## src/rtl/fsm_en_gen.sv

```systemverilog
// fsm_en_gen: enable-burst generator and response monitor for small FSM blocks.
// Drives the target's `en` with a train of bursts: gap_len cycles low, then
// max(high_len,1) cycles high, repeated `bursts` times. While en is high the
// target's dout is sampled into dout_last and accumulated into dout_sum.
//
// Ports:
//   clk, rst      clock (rising edge), synchronous active-high reset
//   start         one-cycle request, accepted only while idle
//   gap_len       low cycles before each burst (latched on start)
//   high_len      high cycles per burst, 0 treated as 1 (latched on start)
//   bursts        number of bursts (latched on start)
//   abort         optional, only with FSM_EN_GEN_ABORT_EN defined
//   dout_in       target FSM output, sampled while en=1
//   en, busy      registered enable and running flag
//   done          one-cycle pulse as the sequence ends
//   burst_cnt     completed bursts of the current/last run
//   dout_last     most recent en-high sample
//   dout_sum      running sum of samples, modulo 2^SUM_W
//
// Optional feature macro: FSM_EN_GEN_ABORT_EN (adds the abort input).
module fsm_en_gen #(
  parameter int GAP_W  = 8,
  parameter int HIGH_W = 8,
  parameter int CNT_W  = 8,
  parameter int DW     = 4,
  parameter int SUM_W  = 16
) (
  input  logic              clk,
  input  logic              rst,
  input  logic              start,
  input  logic [GAP_W-1:0]  gap_len,
  input  logic [HIGH_W-1:0] high_len,
  input  logic [CNT_W-1:0]  bursts,
`ifdef FSM_EN_GEN_ABORT_EN
  input  logic              abort,
`endif
  input  logic [DW-1:0]     dout_in,
  output logic              en,
  output logic              busy,
  output logic              done,
  output logic [CNT_W-1:0]  burst_cnt,
  output logic [DW-1:0]     dout_last,
  output logic [SUM_W-1:0]  dout_sum
);

  localparam int CW = (GAP_W > HIGH_W) ? GAP_W : HIGH_W;

  typedef enum logic [1:0] {S_IDLE, S_GAP, S_HIGH, S_DONE} state_e;

  state_e            state_q, state_d;
  logic [GAP_W-1:0]  gap_q, gap_d;
  logic [HIGH_W-1:0] high_q, high_d;
  logic [CNT_W-1:0]  bursts_q, bursts_d;
  logic [CW-1:0]     cnt_q, cnt_d;
  logic [CNT_W-1:0]  burst_cnt_q, burst_cnt_d;
  logic [DW-1:0]     dout_last_q, dout_last_d;
  logic [SUM_W-1:0]  dout_sum_q, dout_sum_d;
  logic              en_q, busy_q, done_q;
  logic [HIGH_W-1:0] high_eff;
  logic              abort_w;

`ifdef FSM_EN_GEN_ABORT_EN
  assign abort_w = abort;
`else
  assign abort_w = 1'b0;
`endif

  assign high_eff = (high_len == '0) ? HIGH_W'(1) : high_len;

  // cnt_q is a down-counter loaded with (phase length - 1); a phase ends
  // on the cycle it reads zero.
  always_comb begin
    state_d     = state_q;
    gap_d       = gap_q;
    high_d      = high_q;
    bursts_d    = bursts_q;
    cnt_d       = cnt_q;
    burst_cnt_d = burst_cnt_q;
    dout_last_d = dout_last_q;
    dout_sum_d  = dout_sum_q;
    case (state_q)
      S_IDLE: begin
        if (start) begin
          gap_d       = gap_len;
          high_d      = high_eff;
          bursts_d    = bursts;
          burst_cnt_d = '0;
          dout_last_d = '0;
          dout_sum_d  = '0;
          if (bursts == '0) begin
            state_d = S_DONE;
          end else if (gap_len == '0) begin
            state_d = S_HIGH;
            cnt_d   = CW'(high_eff) - CW'(1);
          end else begin
            state_d = S_GAP;
            cnt_d   = CW'(gap_len) - CW'(1);
          end
        end
      end
      S_GAP: begin
        if (abort_w) begin
          state_d = S_DONE;
        end else if (cnt_q == '0) begin
          state_d = S_HIGH;
          cnt_d   = CW'(high_q) - CW'(1);
        end else begin
          cnt_d = cnt_q - CW'(1);
        end
      end
      S_HIGH: begin
        // Every en-high cycle is sampled, including one that gets aborted.
        dout_last_d = dout_in;
        dout_sum_d  = dout_sum_q + SUM_W'(dout_in);
        if (abort_w) begin
          state_d = S_DONE;
        end else if (cnt_q == '0) begin
          burst_cnt_d = burst_cnt_q + CNT_W'(1);
          if (burst_cnt_d == bursts_q) begin
            state_d = S_DONE;
          end else if (gap_q == '0) begin
            state_d = S_HIGH;
            cnt_d   = CW'(high_q) - CW'(1);
          end else begin
            state_d = S_GAP;
            cnt_d   = CW'(gap_q) - CW'(1);
          end
        end else begin
          cnt_d = cnt_q - CW'(1);
        end
      end
      S_DONE:  state_d = S_IDLE;
      default: state_d = S_IDLE;
    endcase
  end

  // Flag outputs are registered copies of the next-state decode, so they
  // line up with the state they describe.
  always_ff @(posedge clk) begin
    if (rst) begin
      state_q     <= S_IDLE;
      gap_q       <= '0;
      high_q      <= '0;
      bursts_q    <= '0;
      cnt_q       <= '0;
      burst_cnt_q <= '0;
      dout_last_q <= '0;
      dout_sum_q  <= '0;
      en_q        <= 1'b0;
      busy_q      <= 1'b0;
      done_q      <= 1'b0;
    end else begin
      state_q     <= state_d;
      gap_q       <= gap_d;
      high_q      <= high_d;
      bursts_q    <= bursts_d;
      cnt_q       <= cnt_d;
      burst_cnt_q <= burst_cnt_d;
      dout_last_q <= dout_last_d;
      dout_sum_q  <= dout_sum_d;
      en_q        <= (state_d == S_HIGH);
      busy_q      <= (state_d == S_GAP) || (state_d == S_HIGH);
      done_q      <= (state_d == S_DONE);
    end
  end

  assign en        = en_q;
  assign busy      = busy_q;
  assign done      = done_q;
  assign burst_cnt = burst_cnt_q;
  assign dout_last = dout_last_q;
  assign dout_sum  = dout_sum_q;

endmodule

```

## config.mk

```make
export PLATFORM = sky130hd
export DESIGN_NAME = fsm_en_gen
export DESIGN_NICKNAME = d
export VERILOG_FILES = /design/src/rtl/fsm_en_gen.sv
export SDC_FILE = /design/constraint.sdc
export NUM_CORES = 1
export LEC_CHECK = 0
export ABC_AREA = 1
export CORE_MARGIN = 2
export CORE_UTILIZATION = 27
export DETAILED_ROUTE_END_ITERATION = 7
export GPL_TIMING_DRIVEN = 0
export SLEW_MARGIN = 40
export SYNTH_ARGS = -nofsm -noshare
export SYNTH_HDL_FRONTEND = slang
export SYNTH_SLANG_ARGS = --single-unit
```

## constraint.sdc

```tcl
create_clock -name clk -period 5.3 [get_ports clk]
set_input_delay 1.06 -clock clk [delete_from_list [all_inputs] [get_ports clk]]
set_output_delay 1.06 -clock clk [all_outputs]
set_load 0.01 [all_outputs]
```

==> impl_metrics.json <==
{
  "run_status": "completed",
  "max_slew_margin": 0.546,
  "synthDominantAreaCellType": "dfxtp_1",
  "placed_cell_area_mm2": 0.00500,
  "drt_first_iter_violations": 281,
  "startpoint_type": "input port",
  "synth.area.top_cells": "dfxtp_1 31%, nand2_1 14%, nor2_1 7.6%",
  "synth_commonest_cells": "150 x nand2_1, 84 x nor2_1, 74 x inv_1, 65 x dfxtp_1, 61 x a21oi_1",
  "clockPowerShare": 0.404,
  "synth_top_family_by_area": "simple AND/OR/NAND/NOR gates",
  "crit_slowest_cell": "clkdlybuf4s50_1",
  "yosysMostFrequentCell": "nand2_1",
  "route.antenna.remaining_nets": 0,
  "first_global_vias": 3842,
  "irDropWorstVdd_uv": 157,
  "worst_setup_ep_type": "register",
  "count_of_fill_cells_added_during_filler_insertion": 1637,
  "ys_types": 39,
  "drc_markers": 0,
  "postSynthAreaPerCell_um2": 6.46,
  "async_flop_share": 0,
  "p_leak_uw": 0.00222,
  "timing.hold.ws_ns": 0.460,
  "synth_ff_type": "dfxtp_1",
  "post_synthesis_share_of_cell_area_spent_on_and_or_nand_and_nor_gates": 0.360,
  "floorplan.rows": 45,
  "globalRouteOverflowTotal": 0,
  "final_cells": 909,
  "initial_core_util": 0.275,
  "grt_setup_unrepaired": "no",
  "yosys.area_share.adder": 0.0499,
  "antenna_violations_before_repair": 0,
  "final_hold_viol_count": 0,
  "worst_path_largest_cell_delay_ns": 0.52,
  "netSwitchingPower_uw": 457,
  "clock_tree_from_tritoncts": "yes",
  "path_clk_slew_ns": 0.06,
  "cts_sinks": 65,
  "tritoncts.num_buffers": 9,
  "grt_pass1_wl_um": 18800,
  "dieArea_mm2": 0.0164,
  "totalNegativeSetupSlack_ns": 0,
  "p_sw_frac": 0.309,
  "globalRouteTotalUtil": 0.145,
  "multi_input_area_mm2": 0.00248,
  "maximum_clock_frequency_mhz": 331,
  "pwr-share-comb": 0.227,
  "post_synth_mux_area_share": 0,
  "dpl_cells": 893,
  "synthesis.area_mm2": 0.00416,
  "net_count_after_synthesis": 691,
  "wl_per_cell_um": 12.5,
  "clk_latency_ns": 0.34,
  "viasPerCell": 4.61,
  "layout.area.seq_mm2": 0.00130,
  "cp_max_fo": 8,
  "postCtsHoldBufs": 0,
  "grt_max_degree": 12,
  "cts_post_setup_buffers_inserted": 0,
  "antennaDiodeCount": 0,
  "syn_inst": 644,
  "fin_crit_sh": 0.570,
  "report.final.slew_viol_count": 0,
  "path_type_of_the_worst_setup_path": "in -> reg",
  "critical_path_buf_inv_count": 2,
  "dieHeight_um": 128,
  "crit_chain": "clkdlybuf4s50_1 -> nor2_1 -> nand2_1 -> nor2_2 -> a21oi_1 -> ha_1 -> inv_1 -> nor2_1 -> o21ai_1 -> nand2_1 -> nand3b_1 -> nand2_1 -> nor2_1",
  "sequentialPowerShare": 0.369,
  "minimum_clock_period_after_layout_ns": 3.02,
  "dpl.hpwl_um": 8790,
  "fin_total_pwr_uw": 1480,
  "synth_sequential_area_ratio": 0.313,
  "finish.net_count": 763,
  "cts.root.buffer_cell": "clkbuf_16",
  "finish.instance_area_mm2": 0.00530,
  "area_delta_synth_final_pct": 27.5,
  "worstHoldPathType": "reg -> reg",
  "pin_count": 62,
  "synth_enable_flop_cells": 0,
  "worst_ep_arrival_time_ns": 3.30,
  "place_congestion": 0.846,
  "synth.top_cell.area_share": 0.313,
  "synth_seq_cells": 65,
  "drt_pre_antenna_iters": 5,
  "yosys_warnings": 0,
  "core_area_mm2": 0.0151,
  "cts-resized-gates": 0,
  "via_count": 4195,
  "chipWidth_um": 128,
  "cts.path.max_buffers": 2,
  "place.port_buffers": 61,
  "final_layout_size_suffix_gt1_frac": 0.0804,
  "report.final.setup_viol": 0,
  "power.density_mw_per_mm2": 278,
  "synthXorXnorAreaFrac": 0.0253,
  "complex_gate_fraction_of_the_synthesized_area": 0.160,
  "cap_viol_max_count": 0,
  "cell_internal_pwr_uw": 1020,
  "cell_class_contributing_the_biggest_share_of_worst_path_delay": "simple AND/OR/NAND/NOR gates",
  "transition_time_at_the_pin_with_the_least_slew_margin_ns": 0.681,
  "htree_num_levels": 3,
  "critical_path_required_ns": 5.58,
  "fin_skew_ns": 0.00576,
  "total_wire_length_um": 11300
}
[flip-flops by register name (all words and copies together) (netlist names)]
signal	count
bursts_q	8
cnt_q	8
busy	1
burst_cnt	8
high_q	8
dout_sum	16
state_q	2
en	1
done	1
dout_last	4
gap_q	8
[metal layers]
metal,wire length [um],vias up,track usage
li1,-,2237,-
met1,5590,1865,0.190
met2,5130,84,0.236
met3,455,9,0.0326
met4,157,0,0.0478
met5,0,-,0
[cells in the final DEF, fill, tap and decap left out, drive strengths merged, types with 4 or more instances in the layout]
cell / instances
nor2: 99
clkbuf: 22
inv: 77
nand4: 14
xor2: 9
dfxtp: 65
nand2: 161
clkinv: 4
a211oi: 4
nand3: 49
buf: 6
ha: 15
o21ai: 48
clkdlybuf4s50: 61
nor3: 7
a21oi: 61
[per-stage QoR]
step,worst slack [ns],utilization
floorplan,2.83,-
detailed placement,1.94,0.330
global placement,1.97,0.330
global route,2.01,0.350
CTS,2.30,0.350
finish,2.28,0.350
[worst register-to-register path, delay by kind of cell, from the launching register on]
kind                       cells  cell delay, ns
adders and majority gates      2            0.57
and+or+nand+nor                9            1.02
DFF                            1            0.43
AOI/OAI and AO/OA              1            0.10
[area by class of cell]
class,instances,share of cell area
multi-input cells,484,0.467
flip-flops and latches,65,0.245
repair buffers,61,0.115
inverters,77,0.0550
clock buffers,10,0.0451
well taps,188,0.0444
plain buffers,18,0.0168
clock inverters,6,0.0109
[path summary, 6_finish.rpt]
check | start | endpoint | slack (ns) | cells past startpoint
setup reg to reg | burst_cnt[0]$_SDFFE_PP0P_ | busy$_SDFF_PP0_ | 3.10 | 12
hold reg to reg | dout_last[0]$_SDFFE_PP0P_ | dout_last[0]$_SDFFE_PP0P_ | 0.46 | 2
setup / recovery | gap_len[4] | cnt_q[2]$_SDFFE_PP0P_ | 2.28 | 13
hold / removal | dout_last[0]$_SDFFE_PP0P_ | dout_last[0]$_SDFFE_PP0P_ | 0.46 | 2
[power by group through the flow]
stage | combinational, uW | sequential, uW | clock [uW]
2_1_floorplan | 234 | 550 | 0
3_3_place_gp | 333 | 554 | 0
3_5_place_dp | 334 | 554 | 0
4_1_cts | 336 | 544 | 610
5_1_grt | 379 | 548 | 631
6_report | 335 | 544 | 596
[cell families (layout without fill, tap and decap cells)]
family,Yosys count,in the layout
fa+ha+maj,16,16
buf+inv,95,172
simple gates,332,332
compound gates,124,124
xor+xnor,12,12
flops,65,65
No activity file was read; power rests on OpenSTA's default activity.
